`config.mk`:
```
export PLATFORM = sky130hd
export DESIGN_NAME = gray_rx_monitor
export DESIGN_NICKNAME = d
export VERILOG_FILES = /design/src/rtl/gray_pkg.sv /design/src/rtl/gray_sync.sv /design/src/rtl/gray_rx_monitor.sv
export SDC_FILE = /design/constraint.sdc
export NUM_CORES = 1
export LEC_CHECK = 0
export CORE_UTILIZATION = 35
export CTS_CLUSTER_DIAMETER = 120
export DETAILED_ROUTE_END_ITERATION = 16
export SYNTH_ARGS = -nofsm -noshare
export SYNTH_HDL_FRONTEND = slang
export SYNTH_SLANG_ARGS = --single-unit
```
`constraint.sdc`:
```
create_clock -name clk -period 3.95 [get_ports clk]
set_clock_uncertainty 0.15 [all_clocks]
set_input_delay 0.79 -clock clk [delete_from_list [all_inputs] [get_ports clk]]
set_output_delay 0.79 -clock clk [all_outputs]
set_load 0.1 [all_outputs]
```
`src/rtl/gray_pkg.sv`:
```
// gray_pkg: shared types, constants and Gray decode for Gray-code consumers
package gray_pkg;
    typedef enum logic [1:0] {FILL, ACQ, TRACK} state_e;
    localparam int ERR_CNT_W  = 8;
    localparam int GRAY_MAX_W = 32;
    // Widest supported decode; callers zero-extend an N-bit code and truncate the result,
    // which is exact because leading zero Gray bits decode to leading zero binary bits.
    function automatic logic [GRAY_MAX_W-1:0] gray2bin(input logic [GRAY_MAX_W-1:0] g);
        logic [GRAY_MAX_W-1:0] b;
        b[GRAY_MAX_W-1] = g[GRAY_MAX_W-1];
        for (int i = GRAY_MAX_W - 2; i >= 0; i--) b[i] = b[i+1] ^ g[i];
        return b;
    endfunction
endpackage

```
`src/rtl/gray_sync.sv`:
```
// gray_sync: STAGES-deep, N-bit synchronizer chain with async reset
// clk/rst: clock and async active-high reset; gray_in: raw code; gray_out: last stage
module gray_sync #(
    parameter int N      = 4,
    parameter int STAGES = 2
) (
    input  logic         clk,
    input  logic         rst,
    input  logic [N-1:0] gray_in,
    output logic [N-1:0] gray_out
);
    logic [STAGES-1:0][N-1:0] sync_q, sync_d;
    always_comb sync_d = {sync_q[STAGES-2:0], gray_in};
    always_ff @(posedge clk or posedge rst) begin
        if (rst) sync_q <= '0;
        else     sync_q <= sync_d;
    end
    assign gray_out = sync_q[STAGES-1];
endmodule

```
`src/rtl/gray_rx_monitor.sv`:
```
// gray_rx_monitor: synchronizes and decodes a Gray count, checks each transition for a single forward step
// clk/rst: clock, async active-high reset; gray_in: upstream Gray count; clr_err: clears err_cnt
// bin_out/bin_valid: last accepted binary count; step/wrap/err: one-cycle event pulses; err_cnt: saturating error count
module gray_rx_monitor
    import gray_pkg::*;
#(
    parameter int N           = 4,
    parameter int SYNC_STAGES = 2
) (
    input  logic                 clk,
    input  logic                 rst,
    input  logic [N-1:0]         gray_in,
    input  logic                 clr_err,
    output logic [N-1:0]         bin_out,
    output logic                 bin_valid,
    output logic                 step,
    output logic                 wrap,
    output logic                 err,
    output logic [ERR_CNT_W-1:0] err_cnt
);
    logic [N-1:0]         sync_gray, cur, diff;
    state_e               state_q, state_d;
    logic [2:0]           fill_q, fill_d;
    logic [N-1:0]         bin_out_q, bin_out_d;
    logic                 bin_valid_q, bin_valid_d;
    logic                 step_q, step_d, wrap_q, wrap_d, err_q, err_d;
    logic [ERR_CNT_W-1:0] err_cnt_q, err_cnt_d;

    gray_sync #(.N(N), .STAGES(SYNC_STAGES)) u_sync (
        .clk      (clk),
        .rst      (rst),
        .gray_in  (gray_in),
        .gray_out (sync_gray)
    );

    assign cur  = N'(gray2bin(GRAY_MAX_W'(sync_gray)));
    assign diff = cur - bin_out_q;

    always_comb begin
        state_d     = state_q;
        fill_d      = fill_q;
        bin_out_d   = bin_out_q;
        bin_valid_d = bin_valid_q;
        step_d      = 1'b0;
        wrap_d      = 1'b0;
        err_d       = 1'b0;
        unique case (state_q)
            FILL: begin
                fill_d  = fill_q + 1'b1;
                state_d = (fill_q == 3'(SYNC_STAGES - 1)) ? ACQ : FILL;
            end
            ACQ: begin
                bin_out_d   = cur;
                bin_valid_d = 1'b1;
                state_d     = TRACK;
            end
            TRACK: begin
                // any non-unit distance, including a backward step, resynchronizes to cur
                bin_out_d = cur;
                step_d    = diff == N'(1);
                wrap_d    = step_d && (&bin_out_q);
                err_d     = diff > N'(1);
            end
            default: state_d = FILL;
        endcase
        err_cnt_d = clr_err ? '0 : (err_d && !(&err_cnt_q)) ? err_cnt_q + 1'b1 : err_cnt_q;
    end

    always_ff @(posedge clk or posedge rst) begin
        if (rst) begin
            state_q     <= FILL;
            fill_q      <= '0;
            bin_out_q   <= '0;
            bin_valid_q <= 1'b0;
            step_q      <= 1'b0;
            wrap_q      <= 1'b0;
            err_q       <= 1'b0;
            err_cnt_q   <= '0;
        end else begin
            state_q     <= state_d;
            fill_q      <= fill_d;
            bin_out_q   <= bin_out_d;
            bin_valid_q <= bin_valid_d;
            step_q      <= step_d;
            wrap_q      <= wrap_d;
            err_q       <= err_d;
            err_cnt_q   <= err_cnt_d;
        end
    end

    assign bin_out   = bin_out_q;
    assign bin_valid = bin_valid_q;
    assign step      = step_q;
    assign wrap      = wrap_q;
    assign err       = err_q;
    assign err_cnt   = err_cnt_q;
endmodule

```
==> impl_metrics.ini, run 1 <==
[run_status]
status = completed

[floorplanning]
io_pins = 23
rows = 22
start_util_pct = 37.0
core_area_um2 = 3690
dieHeight_um = 64.5
die_area_um2 = 4150
die_w_um = 64.5

[placement]
place_ws_ps = 746
gp_congestion = 0.732
dp_hpwl_um = 1680
dp.cells = 185
numPortBuffers = 22

[worst_setup_path]
critPathSlowestCell = o31ai_4
worstSetupPathType = register to register
crit_buf_inv = 0
critPathArrivalTime_ps = 3200
cpPeakStageDelay_ps = 510
cpMostUsedCell = xnor2_1
cp-start-kind = register
path_cells = xnor2_1, xnor2_1, xnor2_1, ha_1, fa_1, xor2_1, nand2_1, o31ai_4, nor3_1, mux2_2
worstPathMaxFanout = 13
critPathCaptureType = register
path_delay_family = XOR/XNOR gates
critical_path_required_ps = 3960

[clock_network]
worstSkewPairLatency_ps = 280
clockBufferDepth = 2
cts_tree = yes
numCtsBuffers = 5
path_clk_slew_ps = 60
cts_resized = 0
cts_max_level = 2
cts_setup_buffers = 0
root_buffer = clkbuf_8
clock-sinks = 29
cts_hold_buffers = 0

[sta]
timing.fmax_mhz = 314
tns_ps = 0
hold_slack_ps = 198
period_share_pct = 80.6
finalCriticalPeriod_ps = 3180
timing.final.hold_violations = 0
finalWorstSetupSlack_ps = 768
worst_pin_slew_ps = 1090
setup-violations-final = 0
rsz0062_at_grt = false
relSlewSlack_pct = 27.0
drv_slew = 0

[power_and_ir_drop]
switchingPower_w = 0.000356
switching_share_pct = 39.5
p_leak_nw = 0.755
ir_drop_mv = 0.233
clockPowerShare_pct = 26.9
combPwrFrac_pct = 35.2
power_frac_seq_pct = 37.9
p_int_w = 0.000546
p_per_area_nw_per_um2 = 526

[logic_synthesis]
avgSynthCellArea_um2 = 11.7
syn_area_um2 = 1370
synth_top_cells_by_area = dfrtp_1 (53%), ha_1 (8.2%), a21oi_1 (2.9%), xnor2_1 (2.6%), inv_1 (2.5%)
synth-seq-cells = 29
syn-num-nets = 134
ys_types = 36
yosys.area.top_type = dfrtp_1
synth_edf_count = 0
synth-main-ff-cell = dfrtp_1
synth.top_cell.area_share_pct = 53.2
async_reset_ff_share_pct = 100
syn_inst = 117
yosysSeqAreaShare_pct = 53.2
ys.warnings.count = 0

[layout]
final_cells = 192
fill_cells = 354
drive_above_1_share_pct = 12.5
n_antenna_cell = 0
fin_nets = 161
area_delta_synth_final_pct = 25.7

[min_path]
hold_class = register to register

[grt]
grt_usage_pct = 13.1
overflow = 0
antenna_found_initial = 0
grt_max_degree = 30
grt_first_pass_wirelength_um = 3940
grt_pass1_vias = 862

[route]
drt_wl_total_um = 2310
dr.pass1.iters = 4
vias = 906
postRouteAntennaNets = 0
viasPerCell = 4.72
drc_errors = 0
wire_per_inst_um = 12.0
drt_iter0_markers = 24

[flow_run]
maxCapViolations = 0
## cell families (layout without fill, tap and decap cells)
group	Yosys count	in the layout	synth area share, %
AND/OR/NAND/NOR	35	35	14.6
XOR/XNOR	7	7	4.49
AO/OA/AOI/OAI	20	20	10.9
adder cells (fa/ha/maj)	10	10	9.72
multiplexers	4	4	3.21
flip-flops	29	29	53.2
buffers and inverters	12	39	3.94
## power by group through the flow
stage	sequential [W]	combinational [W]	clock, W
after global routing	0.000346	0.000337	0.000269
after detailed placement	0.000348	0.000319	0
final	0.000342	0.000318	0.000242
after global placement	0.000347	0.000316	0
after CTS	0.000343	0.000320	0.000252
after floorplan	0.000495	0.000106	0
## worst register-to-register path, cell delays in order, from the launching register on
cell and delay, ps:
dfrtp_1 410, xnor2_1 290, xnor2_1 260, xnor2_1 150, ha_1 220, fa_1 380
xor2_1 170, nand2_1 120, o31ai_4 510, nor3_1 140, mux2_2 290
## state kept, by name, summed over array words and instances, names as in the netlist
| register | flops |
|---|---|
| bin_valid | 1 |
| u_sync.gray_out | 4 |
| wrap | 1 |
| fill_q | 3 |
| err | 1 |
| u_sync.sync_d | 4 |
| state_q | 2 |
| err_cnt | 8 |
| step | 1 |
| bin_out | 4 |
## area by class of cell
class | count | area, um2 | share of cell area, %
clock buffer | 7 | 86.3 | 5.03
inverter | 10 | 37.5 | 2.19
multi-input combinational | 76 | 586 | 34.1
sequential | 29 | 726 | 42.3
tap | 48 | 60.1 | 3.50
timing repair buffer | 22 | 220 | 12.8
## metal layers
layer	vias to the layer above	track usage [%]	wire length, um
met1	428	16.7	1050
met3	4	6.34	153
met5	-	0	0
met4	0	5.83	21
li1	453	-	-
met2	21	18.7	1090
## stage by stage
| step | util, % | total power (W) | cell area, um2 |
|---|---|---|---|
| CTS | 46.5 | 0.000914 | 1720 |
| floorplan | - | 0.000602 | 1370 |
| detailed placement | 44.2 | 0.000667 | 1630 |
| global placement | 44.2 | 0.000663 | 1630 |
| global route | 46.5 | 0.000953 | 1720 |
| finish | 46.5 | 0.000902 | 1720 |
## worst paths after layout
kind / slack, ps / end / start / cells past startpoint
max: 770 / err_cnt[5] / u_sync.gray_out[3] / 10
min: 200 / u_sync.gray_out[3] / u_sync.sync_d[7] / 0
max reg2reg: 770 / err_cnt[5] / u_sync.gray_out[3] / 10
min reg2reg: 200 / u_sync.gray_out[3] / u_sync.sync_d[7] / 0
max in group asynchronous: 2050 / u_sync.gray_out[0] / rst / 2
min in group asynchronous: 940 / u_sync.sync_d[7] / rst / 2
## cells in the final DEF, fill, tap and decap left out, types with 3 or more instances in the layout
master and count:
a21oi_1 8, clkbuf_8 6, clkdlybuf4s50_1 22, dfrtp_1 29
ha_1 9, inv_1 9, mux2_2 3, nand2_1 9
nor2_1 4, o21ai_0 5, or3_1 3, xnor2_1 4
xor2_1 3
## cells in the mapped netlist, drive strengths merged, types with 2 or more instances
master	number
a21oi	9
dfrtp	29
ha	9
inv	10
mux2	3
nand2	9
nand2b	2
nand3	2
nand4	2
nor2	4
nor3	2
nor4	2
o21ai	5
o31ai	3
or3	3
xnor2	4
xor2	3
No activity file was read; power rests on OpenSTA's default activity.
==> run 2, diff against run 1 <==
==> constraint.sdc (replaced) <==
create_clock -name clk -period 3.2 [get_ports clk]
set_clock_uncertainty 0.15 [all_clocks]
set_input_delay 0.64 -clock clk [delete_from_list [all_inputs] [get_ports clk]]
set_output_delay 0.64 -clock clk [all_outputs]
set_load 0.1 [all_outputs]
==> impl_metrics.ini, run 2 (synthesis results as in run 1) <==
[worst_setup_path]
startpoint = u_sync.gray_out[3]
cp-start-kind = register
critPathArrivalTime_ps = 2960
rr_worst_depth = 11
critical_path_required_ps = 3240
worstPathMaxFanout = 7
worstSetupPathType = register to register
rr_endpoint = err_cnt[3]
r2r-start = u_sync.gray_out[3]
critPathCaptureType = register
worst-r2r-setup-slack_ps = 280
crit_path_end = err_cnt[3]

[route]
dr.pass1.iters = 3
drt_wl_total_um = 2260
postRouteAntennaNets = 0
vias = 920
drc_errors = 0
drt_iter0_markers = 31
wire_per_inst_um = 11.6
viasPerCell = 4.72

[placement]
gp_congestion = 0.749
dp_hpwl_um = 1700
dp.cells = 187
numPortBuffers = 22

[clock_network]
root_buffer = clkbuf_8
path_clk_slew_ps = 60
worstSkewPairLatency_ps = 270
cts_hold_buffers = 0
numCtsBuffers = 5
clockBufferDepth = 2
clock-sinks = 29
cts_max_level = 2
cts_tree = yes

[sta]
period_share_pct = 91.4
worst_pin_slew_ps = 353
relSlewSlack_pct = 76.4
finalCriticalPeriod_ps = 2920
tns_ps = 0
timing.fmax_mhz = 342
setup-violations-final = 0
drv_slew = 0
rsz0062_at_grt = false
timing.final.hold_violations = 0

[layout]
regArea_um2 = 726
fin_nets = 163
mostFrequentLayoutCells = dfrtp_1 (29), buf_4 (18), nand2_1 (9), inv_1 (9), ha_1 (9)
fill_cells = 376
area_delta_synth_final_pct = 24.5
final_util_pct = 46.1
drive_above_1_share_pct = 25.2
multiInputGateArea_um2 = 601
largest_register_ffs = 8
layout_commonest_cell = dfrtp_1
final_cells = 195
n_antenna_cell = 0

[power_and_ir_drop]
ir_drop_mv = 0.382
switching_share_pct = 39.8
p_total_w = 0.00109
p_per_area_nw_per_um2 = 641
switchingPower_w = 0.000434
p_int_w = 0.000656
clockPowerShare_pct = 25.5
combPwrFrac_pct = 35.7
power_frac_seq_pct = 38.8
p_leak_nw = 0.794

[grt]
overflow = 0
antenna_found_initial = 0
grt_first_pass_wirelength_um = 3870
grt_usage_pct = 12.6
grt_pass1_vias = 878
grt_use_met3_pct = 4.23
use_met1_pct = 16.5
top_usage_layer = met2
met2_usage_pct = 17.8
grt_max_degree = 30

[min_path]
hold_class = register to register

[floorplanning]
rows = 22
die_w_um = 64.5
die_area_um2 = 4150
core_area_um2 = 3690
io_pins = 23
start_util_pct = 37.0
dieHeight_um = 64.5

[flow_run]
maxCapViolations = 0

[run_status]
status = completed
run 2: changes by cell type in the layout (fill, tap and decap cells not counted), sizes merged:
cell | previous run | this run
buf | 0 | 18
clkbuf | 7 | 8
clkdlybuf4s50 | 22 | 6
run 2: worst min-delay path by stage:
stage	startpoint	end	slack, ps	cells past startpoint
3_5_place_dp	u_sync.sync_d[4]	u_sync.gray_out[0]	190	0
6_report	u_sync.sync_d[4]	u_sync.gray_out[0]	200	0
5_1_grt	u_sync.sync_d[4]	u_sync.gray_out[0]	210	0
4_1_cts	u_sync.sync_d[4]	u_sync.gray_out[0]	200	0
3_3_place_gp	u_sync.sync_d[4]	u_sync.gray_out[0]	180	0
2_1_floorplan	u_sync.sync_d[4]	u_sync.gray_out[0]	180	0
run 2: worst max-delay path: stages, from the launching register on:
cell	delay (ps)
dfrtp_1	420
xnor2_2	260
xnor2_2	180
xnor2_1	130
ha_1	210
fa_1	380
xor2_1	170
nand2_1	130
o31ai_4	120
buf_4	180
or3_1	340
a21oi_1	170
run 2: through the flow:
step | worst slack [ps] | hold slack [ps] | instance area [um2]
2_1_floorplan | 389 | 181 | 1370
3_3_place_gp | 283 | 181 | 1600
3_5_place_dp | 160 | 186 | 1600
4_1_cts | 146 | 199 | 1680
5_1_grt | 58.7 | 211 | 1700
6_report | 277 | 197 | 1700
run 2: power by group through the flow:
stage / combinational, W / sequential, W / clock (W)
4_1_cts: 0.000391 / 0.000422 / 0.000288
2_1_floorplan: 0.000131 / 0.000611 / 0
3_3_place_gp: 0.000388 / 0.000427 / 0
5_1_grt: 0.000412 / 0.000428 / 0.000306
6_report: 0.000389 / 0.000422 / 0.000278
3_5_place_dp: 0.000390 / 0.000429 / 0
run 2: final cells by class:
class                           instances  area share (%)
Clock buffer                            8            4.71
Tap cell                               48            3.53
Inverter                               10            2.21
Sequential cell                        29            42.7
Timing Repair Buffer                   24            11.5
Multi-Input combinational cell         76            35.3
run 2: what timing repair did:
action / CTS / global route
resized for setup: 0 / 2
endpoints found under the setup margin: 0 / 5
buffers inserted: 0 / 0
run 2: layer usage:
layer | vias up | routed length [um]
met5 | - | 0
met4 | 0 | 42
met3 | 5 | 100
met2 | 18 | 1050
met1 | 440 | 1070
li1 | 457 | -
==> run 3, diff against run 2 <==
--- a/config.mk
+++ b/config.mk
@@ -8,6 +8,7 @@
 export CORE_UTILIZATION = 35
 export CTS_CLUSTER_DIAMETER = 120
 export DETAILED_ROUTE_END_ITERATION = 16
+export PLACE_DENSITY = 0.57
 export SYNTH_ARGS = -nofsm -noshare
 export SYNTH_HDL_FRONTEND = slang
 export SYNTH_SLANG_ARGS = --single-unit
==> impl_metrics.ini, run 3 (synthesis results as in run 1) <==
[floorplanning]
die_w_um = 64.5
rows = 22
dieHeight_um = 64.5
core_area_um2 = 3690
die_area_um2 = 4150
start_util_pct = 37.0
io_pins = 23

[sta]
timing.fmax_mhz = 343
drv_slew = 0
hold_slack_ps = 200
period_share_pct = 91.0
worst_pin_slew_ps = 397
setup-violations-final = 0
timing.final.hold_violations = 0
tns_ps = 0
finalWorstSetupSlack_ps = 287
finalCriticalPeriod_ps = 2910
relSlewSlack_pct = 73.6
rsz0062_at_grt = false

[min_path]
whs_endpoint = u_sync.gray_out[2]
hold_class = register to register
min_from = u_sync.sync_d[6]
min_path_cells = 0

[layout]
drive_above_1_share_pct = 26.0
final_util_pct = 46.2
regArea_um2 = 726
multiInputGateArea_um2 = 601
n_antenna_cell = 0
layout_commonest_cell = dfrtp_1
area_delta_synth_final_pct = 24.9
fin_nets = 163
fill_cells = 350
mostFrequentLayoutCells = dfrtp_1 (29), buf_4 (18), nand2_1 (9), inv_1 (9), ha_1 (9)
largest_register_ffs = 8

[placement]
dp_hpwl_um = 1750
numPortBuffers = 22
place_ws_ps = 88.9
gp_congestion = 0.795

[clock_network]
worstSkewPairLatency_ps = 280
clock-sinks = 29
cts_max_level = 2
cts_tree = yes
cts_hold_buffers = 0
numCtsBuffers = 5
clockBufferDepth = 2
cts_setup_buffers = 0
cts_resized = 0
root_buffer = clkbuf_8
path_clk_slew_ps = 60

[power_and_ir_drop]
p_leak_nw = 0.799
p_per_area_nw_per_um2 = 651
ir_drop_mv = 0.235

[worst_setup_path]
critical_path_required_ps = 3210
critPathArrivalTime_ps = 2920
worst-r2r-setup-slack_ps = 290
critPathCaptureType = register
rr_endpoint = err_cnt[5]
cp-start-kind = register
r2r-start = u_sync.gray_out[3]
worstPathMaxFanout = 9
worstSetupPathType = register to register
rr_worst_depth = 10

[route]
viasPerCell = 4.80
wire_per_inst_um = 12.1
dr.pass1.iters = 4
postRouteAntennaNets = 0
vias = 931
drc_errors = 0
drt_iter0_markers = 54
drt_wl_total_um = 2350

[grt]
antenna_found_initial = 0
overflow = 0
grt_first_pass_wirelength_um = 4280
grt_pass1_vias = 978
grt_usage_pct = 14.1
grt_max_degree = 30

[flow_run]
maxCapViolations = 0

[run_status]
status = completed
[run 3: cell types whose count changed in the layout (fill, tap and decap cells not counted)]
cell      change
clkbuf_8      +1
clkbuf_1      -2
[run 3: metal layers]
layer	share of wire [%]	track usage [%]
met1	44	15.5
met2	48	23.0
met3	5.3	5.81
met4	2.4	7.50
met5	0	0
[run 3: worst max-delay path by stage]
stage,start,endpoint,cells past startpoint,slack (ps)
global placement,u_sync.gray_out[3],err_cnt[5],10,250
CTS,u_sync.gray_out[3],err_cnt[5],10,80
global route,u_sync.gray_out[3],err_cnt[2],11,110
finish,u_sync.gray_out[3],err_cnt[5],10,290
detailed placement,u_sync.gray_out[3],err_cnt[5],10,90
floorplan,u_sync.gray_out[3],err_cnt[7],11,390
[run 3: report_power, final]
part,total [W],switching [W],internal [W]
combinational,0.000393,0.000290,0.000103
sequential,0.000421,0.0000239,0.000397
clock,0.000296,0.000126,0.000170
total,0.00111,0.000440,0.000671
[run 3: cell type report]
cell class	count	share of cell area (%)
well taps	48	3.52
repair buffers	24	11.4
clock buffers	7	5.06
multi-input cells	76	35.2
flip-flops and latches	29	42.6
inverters	10	2.20
[run 3: stage by stage]
step | total power [W] | cell area (um2) | std cells
floorplan | 0.000743 | 1370 | 117
global placement | 0.000816 | 1600 | 187
detailed placement | 0.000824 | 1600 | 187
CTS | 0.00113 | 1690 | 194
global route | 0.00117 | 1710 | 194
finish | 0.00111 | 1710 | 194
[run 3: critical path, stage by stage (launching register included)]
cell,delay (ps)
dfrtp_1,420
xnor2_2,270
xnor2_2,180
xnor2_1,130
ha_1,210
fa_1,380
xor2_1,160
nand2_1,110
o31ai_4,360
nor3_1,130
mux2_2,290
